`src/rtl/gin_pkg.sv`:
```
// Shared GIN bus definitions: field widths, packed-word offsets and pack/unpack helpers.
package gin_pkg;
  localparam int ID_LEN    = 5;
  localparam int VALUE_LEN = 32;
  localparam int EN_BIT    = VALUE_LEN + ID_LEN;
  localparam int TAG_MSB   = EN_BIT - 1;
  localparam int TAG_LSB   = VALUE_LEN;

  typedef struct packed {
    logic                 enable;
    logic [ID_LEN-1:0]    tag;
    logic [VALUE_LEN-1:0] value;
  } gin_word_t;

  function automatic logic [EN_BIT:0] gin_pack(input logic enable,
                                               input logic [ID_LEN-1:0] tag,
                                               input logic [VALUE_LEN-1:0] value);
    return {enable, tag, value};
  endfunction

  function automatic gin_word_t gin_unpack(input logic [EN_BIT:0] word);
    return gin_word_t'(word);
  endfunction
endpackage

```
`src/rtl/gin_sync_fifo.sv`:
```
// Single-clock FIFO with occupancy count, synchronous clear and combinational head read.
module gin_sync_fifo #(
  parameter int WIDTH = 37,
  parameter int DEPTH = 4,
  localparam int AW   = $clog2(DEPTH)
) (
  input  logic             clk,
  input  logic             rst,
  input  logic             clear,
  input  logic             push,
  input  logic             pop,
  input  logic [WIDTH-1:0] wdata,
  output logic [WIDTH-1:0] rdata,
  output logic [AW:0]      level,
  output logic             full,
  output logic             empty
);
  logic [WIDTH-1:0] mem [DEPTH];
  logic [AW-1:0]    wr_ptr, rd_ptr;
  logic             do_push, do_pop;

  assign full    = (level == (AW+1)'(DEPTH));
  assign empty   = (level == '0);
  assign do_push = push && !full && !clear;
  assign do_pop  = pop && !empty && !clear;
  assign rdata   = mem[rd_ptr];

  // Pointers wrap naturally because DEPTH is a power of two.
  always_ff @(posedge clk or posedge rst) begin
    if (rst) begin
      wr_ptr <= '0;
      rd_ptr <= '0;
      level  <= '0;
    end else if (clear) begin
      wr_ptr <= '0;
      rd_ptr <= '0;
      level  <= '0;
    end else begin
      if (do_push) wr_ptr <= wr_ptr + 1'b1;
      if (do_pop)  rd_ptr <= rd_ptr + 1'b1;
      level <= level + {{AW{1'b0}}, do_push} - {{AW{1'b0}}, do_pop};
    end
  end

  // Storage is never reset; reads are masked by empty at the consumer.
  always_ff @(posedge clk) begin
    if (do_push) mem[wr_ptr] <= wdata;
  end
endmodule

```
`src/rtl/gin_packet_feeder.sv`:
```
// GIN row-bus source: queues tagged packets and presents the head as {enable, tag, value}.
module gin_packet_feeder #(
  parameter int ID_LEN    = gin_pkg::ID_LEN,
  parameter int VALUE_LEN = gin_pkg::VALUE_LEN,
  parameter int DEPTH     = 4,
  parameter int CNT_LEN   = 16
) (
  input  logic                         clk,
  input  logic                         rst,
  input  logic                         clear,
  input  logic                         in_valid,
  output logic                         in_ready,
  input  logic [ID_LEN-1:0]            in_tag,
  input  logic [VALUE_LEN-1:0]         in_value,
  input  logic                         bus_ready,
  output logic [VALUE_LEN+ID_LEN:0]    bus_enable_tag_value,
  output logic [$clog2(DEPTH):0]       level,
  output logic [CNT_LEN-1:0]           sent_cnt,
  output logic [CNT_LEN-1:0]           stall_cnt
);
  localparam int PW = ID_LEN + VALUE_LEN;

  logic          full, empty, push, pop, enable;
  logic [PW-1:0] head;

  assign in_ready = !full;
  assign push     = in_valid && in_ready;
  assign enable   = !empty;
  assign pop      = enable && bus_ready;

  // Whole word is zero when idle so downstream never sees a stale tag.
  assign bus_enable_tag_value = enable ? {1'b1, head} : '0;

  gin_sync_fifo #(.WIDTH(PW), .DEPTH(DEPTH)) u_fifo (
    .clk   (clk),
    .rst   (rst),
    .clear (clear),
    .push  (push),
    .pop   (pop),
    .wdata ({in_tag, in_value}),
    .rdata (head),
    .level (level),
    .full  (full),
    .empty (empty)
  );

  always_ff @(posedge clk or posedge rst) begin
    if (rst) begin
      sent_cnt  <= '0;
      stall_cnt <= '0;
    end else if (clear) begin
      sent_cnt  <= '0;
      stall_cnt <= '0;
    end else begin
      if (pop)                   sent_cnt  <= sent_cnt + 1'b1;
      if (enable && !bus_ready)  stall_cnt <= stall_cnt + 1'b1;
    end
  end
endmodule
```
`config.mk`:
```
export PLATFORM = sky130hd
export DESIGN_NAME = gin_packet_feeder
export DESIGN_NICKNAME = d
export VERILOG_FILES = /design/src/rtl/gin_pkg.sv /design/src/rtl/gin_sync_fifo.sv /design/src/rtl/gin_packet_feeder.sv
export SDC_FILE = /design/constraint.sdc
export NUM_CORES = 1
export LEC_CHECK = 0
export BUFFER_PORTS_ARGS = -buffer_cell sky130_fd_sc_hd__buf_4
export CORE_MARGIN = 2
export CORE_UTILIZATION = 46
export CTS_CLUSTER_DIAMETER = 200
export CTS_CLUSTER_SIZE = 24
export DETAILED_ROUTE_END_ITERATION = 12
export PLACE_DENSITY = 0.79
export SLEW_MARGIN = 5
export SYNTH_ARGS = -nofsm -noshare
export SYNTH_HDL_FRONTEND = slang
export SYNTH_SLANG_ARGS = --single-unit
```
`constraint.sdc`:
```
create_clock -name clk -period 3.49 [get_ports clk]
set_clock_uncertainty 0.2 [all_clocks]
set_input_delay 0.349 -clock clk [delete_from_list [all_inputs] [get_ports clk]]
set_output_delay 0.349 -clock clk [all_outputs]
set_load 0.02 [all_outputs]
```
## Word-level counts from Yosys, hierarchy flattened

Memories as Yosys holds them, arrays and structs flattened.
Cells that the tools add are included.

- $add $sub $neg: 6
- Equality and inequality tests: 1
- Mux-type cells: 12
- Reductions and logical operators: 16

Operators by type and width:

| cell | count |
|---|---|
| $mux W16 | 4 |
| $mux W38 | 1 |
| $add A16 B1 Y16 const B | 2 |
| $mux W2 | 4 |
| $reduce_bool A2 Y1 | 4 |
| $logic_and A1 B1 Y1 | 7 |
| $add A2 B1 Y2 const B | 2 |
| $logic_not A1 Y1 | 4 |
| $add A3 B1 Y3 | 1 |
| $eq A3 B3 Y1 const B | 1 |
| $logic_not A3 Y1 | 1 |
| $mux W3 | 1 |
| $sub A3 B1 Y3 | 1 |
| $mux W1 | 2 |

- Register bits: 39
- RAM bits: 148
- Input bits: 42
- Output and inout bits: 74
- Logic and storage cells: 41
- Memories kept: 1

Memories:

| memory | depth | bits a word | rd ports | clocked after memory_dff | wr ports | line | RTL |
|---|---|---|---|---|---|---|---|
| u_fifo.mem | 4 | 37 | 1 | 0 | 1 | gin_sync_fifo.sv:18 | `logic [WIDTH-1:0] mem [DEPTH];` |

## Depth between registers and ports, before layout

Gate-level depths: netlist of the first run.

- Depth after elaboration: 8
- Depth in mapped cells: 11
- Gate-level depth less buffers: 10

## Cells and area by module

From an unflattened synthesis of the first run, not the netlist that was laid out.

- Cell total of the unflattened synthesis: 445
- Area, all modules: 7664.9 µm²

By module, submodules not included:

| module | instances | cells an instance | area each (µm²) | sequential area each (µm²) |
|---|---|---|---|---|
| gin_sync_fifo | 1 | 241 | 5800.6 | 4619.4 |
| gin_packet_feeder | 1 | 204 | 1864.3 | 800.8 |

## Worst setup path before layout of the first run

No wires, ideal clock.

- Path type: register -> register
- From: reg u_fifo.level[1]
- To: reg u_fifo.level[2]
- Library setup time: 0.132 ns
- Arrival time: 2.370 ns
- Required time: 3.158 ns
- Path slack: 0.788 ns
- Stages on the path, launching flop included: 12
- Path buffers: 1
- Period minus slack after synthesis: 2.702 ns
- Path through: dfrtp_1 > o31ai_1 > clkbuf_1 > nor2_1 > ha_1 > inv_1 > ha_1 > inv_1 > fa_1 > xor2_1 > xnor2_1 > nor2_1

- Word-level cells in the longest chain between the ends: 8
- Elaborated cells between the ends (all ways): 13
- Those cells by class: add/sub: 2; eq/ne: 1; mux: 1; reduce/logical: 9

Ends and longest elaborated chain:

| element | line | RTL |
|---|---|---|
| start, declared | gin_sync_fifo.sv:14 | `output logic [AW:0] level,` |
| start signal, assigned | gin_sync_fifo.sv:41 | `level <= level + {{AW{1'b0}}, do_push} - {{AW{1'b0}}, do_pop};` |
| $eq A3 B3 Y1 | gin_sync_fifo.sv:22 | `assign full = (level == (AW+1)'(DEPTH));` |
| $logic_not A1 Y1 | gin_sync_fifo.sv:24, gin_packet_feeder.sv:26 |  |
| $logic_and A1 B1 Y1 | gin_packet_feeder.sv:27 | `assign push = in_valid && in_ready;` |
| $logic_and A1 B1 Y1 (2 in series) | gin_sync_fifo.sv:24 | `assign do_push = push && !full && !clear;` |
| $add A3 B1 Y3 | gin_sync_fifo.sv:41 |  |
| $sub A3 B1 Y3 * | gin_sync_fifo.sv:41 |  |
| $mux W3 * | gin_sync_fifo.sv:34 | `end else if (clear) begin` |

Every way passes the cells marked *; elsewhere a longest branch is shown, timed or not.
A chain may end at the register's enable or synchronous reset.

## Final worst setup path of the first run

- From: reg u_fifo.rd_ptr[1]
- To: out bus_enable_tag_value[25]

- Word-level cells in the longest chain between the ends: 2

Ends and longest elaborated chain:

| element | line | RTL |
|---|---|---|
| start, declared | gin_sync_fifo.sv:19 | `logic [AW-1:0] wr_ptr, rd_ptr;` |
| start signal, assigned | gin_sync_fifo.sv:40 | `if (do_pop) rd_ptr <= rd_ptr + 1'b1;` |
| $mem_v2 Z4 W37 | -- |  |
| $mux W38 | gin_packet_feeder.sv:32 | `assign bus_enable_tag_value = enable ? {1'b1, head} : '0;` |
| end, declared | gin_packet_feeder.sv:16 | `output logic [VALUE_LEN+ID_LEN:0] bus_enable_tag_value,` |

No other way between the ends.

==> results of run 1 <==
cell usage in the layout (no fill, tap or decap), drive strengths merged, types with 8 or more instances in the layout:
cell type | synthesis | final
inv | 10 | 16
buf | 7 | 125
nand2 | 14 | 14
or3 | 12 | 12
mux4 | 37 | 37
nor2 | 29 | 29
edfxtp | 148 | 148
nand3 | 11 | 11
nor2b | 39 | 39
ha | 8 | 8
clkbuf | 13 | 18
dlygate4sd3 | 0 | 39
a21oi | 12 | 12
xnor2 | 20 | 20
dfrtp | 39 | 39
o21ai | 9 | 9
through the flow:
step	area (um2)	hold WS (ns)	std cells	utilization [%]
2_1_floorplan	7619	0.2479	450	-
4_1_cts	9794	0.08665	846	59.70
3_5_place_dp	8822	0.3067	775	53.77
3_3_place_gp	8822	0.2935	775	53.77
5_1_grt	9794	0.09005	846	59.70
6_report	9794	0.09744	846	59.70
power groups by stage:
stage	sequential [uW]	combinational (uW)	clock (uW)
6_report	2620	1790	1870
2_1_floorplan	2670	1080	0
3_5_place_dp	2670	1770	0
4_1_cts	2630	1810	1900
5_1_grt	2640	1920	2000
3_3_place_gp	2660	1750	0
synth_stat cells (6+ instances only):
master	n
inv_1	10
edfxtp_1	148
nor2_1	29
a21oi_1	12
xnor2_1	20
nor2b_1	39
clkbuf_1	13
nand3_1	11
ha_1	8
nor4_1	6
o21ai_0	9
dfrtp_1	39
mux4_2	37
or3_1	11
nor3_1	7
nand2_1	14
worst paths after layout:
check,startpoint,to
max in group asynchronous,rst,stall_cnt[3]
setup reg to reg,u_fifo.level[1],u_fifo.level[2]
hold / removal,bus_ready,stall_cnt[1]
setup / recovery,u_fifo.rd_ptr[1],bus_enable_tag_value[25]
hold reg to reg,stall_cnt[15],stall_cnt[15]
min in group asynchronous,rst,sent_cnt[3]
cell type report:
type	instances	area share [%]
Clock buffer	18	4.382
Timing Repair Buffer	164	14.21
Inverter	10	0.3832
Clock inverter	14	1.559
Sequential cell	187	55.37
Multi-Input combinational cell	233	21.30
Tap cell	220	2.810
worst reg2reg max path: cells and delay by family (launching register included):
family | cells | cell delay (ns)
adder cells (fa/ha/maj) | 3 | 0.78
flip-flops | 1 | 0.48
XOR/XNOR | 2 | 0.33
buffers and inverters | 3 | 0.32
AO/OA/AOI/OAI | 1 | 0.29
AND/OR/NAND/NOR | 2 | 0.11
sequential cells by signal, indices dropped and copies added (netlist names):
register and count:
u_fifo.mem 148, u_fifo.rd_ptr 2, sent_cnt 16, stall_cnt 16, u_fifo.level 3, u_fifo.wr_ptr 2
logic make-up after synthesis:
family | share of synthesized area [%]
AND/OR/NAND/NOR | 10.02
buffers and inverters | 1.609
flip-flops | 71.14
adder cells (fa/ha/maj) | 1.577
AO/OA/AOI/OAI | 1.692
multiplexers | 11.09
XOR/XNOR | 2.874
per-layer routing:
layer	wire length, um	part of all wire, %	vias to the layer above	track usage (%)
met5	0	0	-	0
met4	83	0.55	0	5.018
met3	710	4.7	9	4.904
met2	7773	52	130	30.51
met1	6429	43	2245	22.08
li1	-	-	2036	-
==> flow_summary.ini, run 1 <==
[floorplan]
rows = 47
io_pins = 116
dieArea_mm2 = 0.01761
core_area_mm2 = 0.01641
chipWidth_um = 132.7
die_height_um = 132.7
start_util_pct = 46.43

[layout]
ff_latch_area_mm2 = 0.005423
drive_gt1_share_pct = 32.59
multi_input_area_mm2 = 0.002086
area_growth_pct = 28.56
fillers = 1212
final_nets = 664
diodes = 0

[power]
p_switching_uw = 1915
power_uw = 6281
p_comb_share_pct = 28.4
switching_share_pct = 30.48
ir_drop_mv = 0.4297
seqPwrFrac_pct = 41.8
clockPowerShare_pct = 29.8
p_int_uw = 4367
power.density_mw_per_mm2 = 641.3
p_leak_uw = 0.003575

[yosys]
avgSynthCellArea_um2 = 16.93
syn-num-nets = 501
ys_ff_latch = 187
synthDistinctLibCells = 34
netlist_instances = 450
synthArstFlopShare_pct = 20.86
ys_warn_count = 0
synth_top_area_cell = edfxtp_1
synth_ff_type = edfxtp_1
synth_edf_count = 148
ys_seq_area_share_pct = 71.14
syn_area_mm2 = 0.007619
ys_top_cells_by_area = edfxtp_1 (58%), dfrtp_1 (13%), mux4_2 (11%)
netlist.area_leader.share_pct = 58.33

[critical_path]
required_ns = 2.94
crit_fanout = 21
critPathKind = reg -> out
cpPeakStageDelay_ns = 0.69
critical_path.slowest_cell = dfrtp_2
cp.depth = 4
reg2reg_depth = 11
crit_top_cell = buf_4
cp_cell_sequence = buf_4, mux4_2, nor2b_1, buf_4
cp_top_family = flip-flops
cp_num_buf_inv = 2
start_kind = flop
cp-end-kind = primary output
arrival_ns = 2.23
r2r_slack_ns = 0.85

[sta]
slew_headroom_pct = 53.39
setup_violations = 0
hold_violations = 0
final.min_clock_period_ns = 2.777
slew_viol_final = 0
rsz0062_at_grt = false
post-route-period-util_pct = 79.56
setup_slack_ns = 0.7134
fmax_mhz = 360.1
totalNegativeSetupSlack_ns = 0
tightest_slew_ns = 0.6983

[clocking]
cts_tree = built
cts_buffer_depth = 2
cts.sinks = 187
cts.htree.levels = 4
root_buffer = clkbuf_16
clock_latency_ns = 0.42
numCtsBuffers = 17
cts_resized = 0
hold_buffers = 39
post-cts-setup-buffer-count = 0
clk_pin_slew_ns = 0.07

[job]
maxCapViolCount = 0

[global_route]
first_global_vias = 4599
grt_pass1_wl_mm = 23.91
antenna_found_initial = 0
grt_usage_pct = 17.71
grt_max_degree = 43
grt.overflow.total = 0

[route]
avgRoutedWirePerCell_um = 17.73
drtIter0Drc = 231
vias = 4420
ant_nets = 0
vias_per_cell = 5.225
wl_mm = 15.00
drc = 0
firstDrtPassIters = 4

[placed_design]
dpl_worst_slack_ns = 0.8472
gp_congestion = 0.8188
dp_hpwl_mm = 9.250
portBuffers = 115

[min_path]
hold-path-cell-count = 4
hp-class = in -> reg

[status]
status = completed
(Power assumes the default switching activity.)
==> run 2, diff against run 1 <==
==> constraint.sdc (replaced) <==
create_clock -name clk -period 2.8 [get_ports clk]
set_clock_uncertainty 0.2 [all_clocks]
set_input_delay 0.28 -clock clk [delete_from_list [all_inputs] [get_ports clk]]
set_output_delay 0.28 -clock clk [all_outputs]
set_load 0.02 [all_outputs]
==> flow_summary.ini, run 2 (same netlist as run 1, synthesis figures left out) <==
[status]
status = completed

[placed_design]
dp_hpwl_mm = 9.504
gp_congestion = 0.8240
portBuffers = 115
placed_area_mm2 = 0.008842
dpl_worst_slack_ns = 0.2257
dp.cells = 776

[floorplan]
core_area_mm2 = 0.01641
start_util_pct = 46.43
rows = 47
die_height_um = 132.7
io_pins = 116
chipWidth_um = 132.7
dieArea_mm2 = 0.01761

[clocking]
root_buffer = clkbuf_16
cts_resized = 0
clock_latency_ns = 0.42
clk_pin_slew_ns = 0.07
cts.htree.levels = 4
numCtsBuffers = 17
hold_buffers = 39
post-cts-setup-buffer-count = 0
cts_buffer_depth = 2
cts_tree = built
cts.sinks = 187

[layout]
final_cell_mix = edfxtp_1 (148), buf_4 (120), nor2b_1 (39), dlygate4sd3_1 (39)
fin_area_mm2 = 0.009873
largest_register = u_fifo.mem
area_growth_pct = 29.59
fillers = 1201
largest_reg_flops = 148
final_nets = 665
final_common_cell = edfxtp_1
diodes = 0
top_regs = u_fifo.mem: 148 flops, sent_cnt: 16 flops, stall_cnt: 16 flops
fin_cells = 847
drive_gt1_share_pct = 32.70

[power]
p_int_uw = 5712
ir_drop_mv = 0.6110
power.density_mw_per_mm2 = 818.5
p_leak_uw = 0.003611
seqPwrFrac_pct = 40.5
p_switching_uw = 2370
power_uw = 8081
clockPowerShare_pct = 31.7
switching_share_pct = 29.32
p_comb_share_pct = 27.8

[sta]
setup_slack_ns = 0.2116
totalNegativeSetupSlack_ns = 0
hold_violations = 0
tightest_slew_ns = 0.5163
rsz0062_at_grt = false
post-route-period-util_pct = 92.44
setup_violations = 0
slew_viol_final = 0
fmax_mhz = 386.3
slew_headroom_pct = 65.58
final.min_clock_period_ns = 2.588

[job]
maxCapViolCount = 0

[route]
drc = 0
vias = 4502
wl_mm = 15.69
firstDrtPassIters = 6
vias_per_cell = 5.315
avgRoutedWirePerCell_um = 18.52
drtIter0Drc = 282
ant_nets = 0

[global_route]
grt_pass1_wl_mm = 24.94
antenna_found_initial = 0
grt_max_degree = 41
first_global_vias = 4724
grt_usage_pct = 18.65
grt.overflow.total = 0

[critical_path]
critPathKind = reg -> reg
required_ns = 2.89
cp-end-kind = flop
arrival_ns = 2.67
start_kind = flop
reg2reg_depth = 10
crit_fanout = 7

[min_path]
hold-path-cell-count = 4
hp-class = in -> reg
==> run 2: cell count changes in the layout (fill, tap and decap cells not counted), sizes merged <==
cell and delta:
buf +1, clkinv -2, inv -1, bufinv +3
==> run 2: power groups by stage <==
stage | Combinational, uW | Sequential [uW] | Clock, uW
6_report | 2240 | 3270 | 2570
5_1_grt | 2410 | 3290 | 2730
4_1_cts | 2280 | 3270 | 2610
3_5_place_dp | 2210 | 3330 | 0
3_3_place_gp | 2180 | 3310 | 0
2_1_floorplan | 1350 | 3330 | 0
==> run 2: stage by stage <==
| stage | hold WS [ns] | utilization (%) |
|---|---|---|
| global placement | 0.2279 | 53.89 |
| detailed placement | 0.2463 | 53.89 |
| floorplan | 0.1789 | - |
| CTS | 0.002961 | 60.18 |
| finish | 0.03104 | 60.18 |
| global route | 0.03976 | 60.18 |
==> run 2: layout make-up <==
cell class | instances | area [um2] | share of cell area, %
sequential | 187 | 5423 | 54.92
tap | 220 | 275.3 | 2.788
clock inverter | 14 | 211.5 | 2.142
clock buffer | 18 | 429.2 | 4.347
inverter | 10 | 37.54 | 0.3802
timing repair buffer | 165 | 1411 | 14.29
multi-input combinational | 233 | 2086 | 21.13
==> run 2: critical path: stages, from the launching register on <==
cell,delay [ns]
dfrtp_1,0.48
o31ai_1,0.35
nor2_1,0.09
ha_1,0.28
inv_1,0.06
ha_1,0.14
inv_1,0.05
fa_1,0.37
xor2_1,0.16
xnor2_1,0.20
nor2_1,0.08
==> run 2: per-layer routing <==
metal | routed length (um) | track usage (%) | vias to the layer above | part of all wire (%)
li1 | - | - | 2037 | -
met1 | 6360 | 22.83 | 2294 | 41
met2 | 8324 | 32.73 | 161 | 53
met3 | 890 | 4.023 | 10 | 5.7
met4 | 109 | 6.810 | 0 | 0.69
met5 | 0 | 0 | - | 0
==> run 2: path summary, 6_finish.rpt <==
path | start | to | slack [ns]
worst max register to register | u_fifo.level[1] | u_fifo.level[2] | 0.21
worst min register to register | sent_cnt[10] | sent_cnt[10] | 0.37
max in group asynchronous | rst | u_fifo.rd_ptr[1] | 1.66
worst max-delay path | u_fifo.level[1] | u_fifo.level[2] | 0.21
worst min-delay path | bus_ready | stall_cnt[1] | 0.03
min in group asynchronous | rst | sent_cnt[14] | 0.35
==> run 3, diff against run 2 <==
--- a/config.mk
+++ b/config.mk
@@ -5,13 +5,14 @@
 export SDC_FILE = /design/constraint.sdc
 export NUM_CORES = 1
 export LEC_CHECK = 0
+export ABC_AREA = 1
 export BUFFER_PORTS_ARGS = -buffer_cell sky130_fd_sc_hd__buf_4
 export CORE_MARGIN = 2
 export CORE_UTILIZATION = 46
 export CTS_CLUSTER_DIAMETER = 200
 export CTS_CLUSTER_SIZE = 24
 export DETAILED_ROUTE_END_ITERATION = 12
-export PLACE_DENSITY = 0.79
+export PLACE_DENSITY = 0.78
 export SLEW_MARGIN = 5
 export SYNTH_ARGS = -nofsm -noshare
 export SYNTH_HDL_FRONTEND = slang
==> flow_summary.ini, run 3 <==
[sta]
tightest_slew_ns = 0.5492
final.min_clock_period_ns = 2.565
post-route-period-util_pct = 91.61
setup_violations = 0
totalNegativeSetupSlack_ns = 0
hold_violations = 0
timing.hold.ws_ns = 0.01375
rsz0062_at_grt = false
slew_viol_final = 0
fmax_mhz = 389.9
slew_headroom_pct = 63.39

[critical_path]
startpoint = u_fifo.rd_ptr[0]
cp_cell_sequence = buf_4, nor2_1, nor2_1, o21ai_0, a21oi_1, buf_4
start_kind = flop
r2r-end = u_fifo.level[2]
cp-end-kind = primary output
cp-endpoint = bus_enable_tag_value[10]
critPathKind = reg -> out
cp_num_buf_inv = 2
critical_path.slowest_cell = buf_4
arrival_ns = 2.09
cp.depth = 6
reg2reg_depth = 9
r2r_slack_ns = 0.42
crit_fanout = 50
r2r_start = u_fifo.level[1]
cpPeakStageDelay_ns = 0.47
required_ns = 2.32
cp_top_family = buffers and inverters

[yosys]
ys_warn_count = 0
post-synth-top-count-cell = nor2_1
synth_common_cells = nor2_1 (193), edfxtp_1 (148), nand2_1 (88)
synthArstFlopShare_pct = 20.86
ys_top_cells_by_area = edfxtp_1 (55%), dfrtp_1 (12%), nor2_1 (9.0%)
synth_top_area_cell = edfxtp_1
synth_ff_type = edfxtp_1
ys_seq_area_share_pct = 67.06
ys_ff_latch = 187
avgSynthCellArea_um2 = 10.57
synthDistinctLibCells = 31
synth_edf_count = 148
netlist.area_leader.share_pct = 54.98
netlist_instances = 765
syn_area_mm2 = 0.008083
syn-num-nets = 816

[floorplan]
core_area_mm2 = 0.01724
die_height_um = 136.6
io_pins = 116
dieArea_mm2 = 0.01865
rows = 48
chipWidth_um = 136.6
start_util_pct = 46.89

[global_route]
first_global_vias = 5599
grt_usage_pct = 19.89
grt_pass1_wl_mm = 28.25
grt_max_degree = 51
antenna_found_initial = 1
grt.overflow.total = 0

[layout]
top_regs = u_fifo.mem: 148 flops, sent_cnt: 16 flops, stall_cnt: 16 flops
final_common_cell = nor2_1
area_growth_pct = 27.12
fin_area_mm2 = 0.01027
utilization_pct = 59.61
fillers = 1360
largest_reg_flops = 148
final_nets = 976
largest_register = u_fifo.mem
drive_gt1_share_pct = 20.36
final_cell_mix = nor2_1 (189), edfxtp_1 (148), buf_4 (128), nand2_1 (88), o21ai_1 (60)

[clocking]
root_buffer = clkbuf_16
hold_buffers = 40
clk_pin_slew_ns = 0.07
cts_buffer_depth = 2
cts.sinks = 187
cts.htree.levels = 4
cts_tree = built
numCtsBuffers = 17
cts_resized = 0
clock_latency_ns = 0.42
post-cts-setup-buffer-count = 0

[power]
power.density_mw_per_mm2 = 785.2
p_leak_uw = 0.004037
ir_drop_mv = 0.5146

[placed_design]
placed_area_mm2 = 0.009271
dp_hpwl_mm = 11.14
gp_congestion = 0.8560
portBuffers = 115

[route]
drc = 0
vias_per_cell = 5.194
ant_nets = 0
avgRoutedWirePerCell_um = 15.68
firstDrtPassIters = 5
vias = 6046
drtIter0Drc = 399
wl_mm = 18.25

[status]
status = completed

[min_path]
hp-class = in -> reg

[job]
maxCapViolCount = 0
## run 3: cell types whose count changed after synthesis, sizes merged, moves of 8 or more
cell / delta
a21oi: +37
buf: +17
inv: +45
mux4: -37
nand2: +79
nand3: +8
nand4: +11
nor2: +172
nor2b: -39
o21ai: +83
or3: -12
xnor2: -19
## run 3: worst reg2reg max path: stages, from the launching register on
cell and delay, ns:
dfrtp_1 0.48, nor2_4 0.10, nand2_1 0.10, nand3_1 0.34
inv_1 0.24, ha_1 0.17, inv_1 0.06, fa_1 0.37
xor2_1 0.17, nor2_1 0.06
## run 3: cells by family after synthesis
kind of cell / synth area share, %
xor+xnor: 0.2168
compound gates: 9.133
simple gates: 17.46
buf+inv: 4.644
fa+ha+maj: 1.486
flops: 67.06
## run 3: how the worst min path moves through the flow
stage	slack (ns)	cells after the start	startpoint	to
finish	0.01	4	bus_ready	sent_cnt[12]
global route	0.02	4	bus_ready	sent_cnt[12]
CTS	0.005	4	bus_ready	sent_cnt[12]
detailed placement	0.24	3	rst	sent_cnt[9]
global placement	0.24	3	rst	sent_cnt[14]
floorplan	0.15	1	clear	u_fifo.level[0]
## run 3: stage by stage
| stage | std cells | power, uW | setup slack (ns) |
|---|---|---|---|
| floorplan | 765 | 4716 | -0.4660 |
| global placement | 1091 | 5614 | 0.5239 |
| detailed placement | 1091 | 5652 | 0.4390 |
| CTS | 1163 | 8110 | 0.2404 |
| global route | 1164 | 8419 | 0.1366 |
| finish | 1164 | 8067 | 0.2349 |
## run 3: per-layer routing
layer / vias up / track usage [%] / share of wire, %
met5: - / 0 / 0
met4: 0 / 6.424 / 1.3
met3: 18 / 4.556 / 7.3
met2: 226 / 34.14 / 49
met1: 2888 / 24.98 / 42
li1: 2914 / - / -
## run 3: power breakdown
group | leakage, uW | internal, uW | switching (uW)
registers | 0.00188 | 3160 | 82.4
clock network | 0.000283 | 1410 | 1010
logic | 0.00187 | 852 | 1550
## run 3: final cells by class
cell class / instances / area [um2] / area share (%)
clock inverter: 13 / 167.7 / 1.632
clock buffer: 19 / 432.9 / 4.213
tap: 225 / 281.5 / 2.740
timing repair buffer: 172 / 1441 / 14.03
antenna: 1 / 2.502 / 0.02435
sequential: 187 / 5421 / 52.76
inverter: 56 / 210.2 / 2.046
multi-input combinational: 491 / 2317 / 22.55
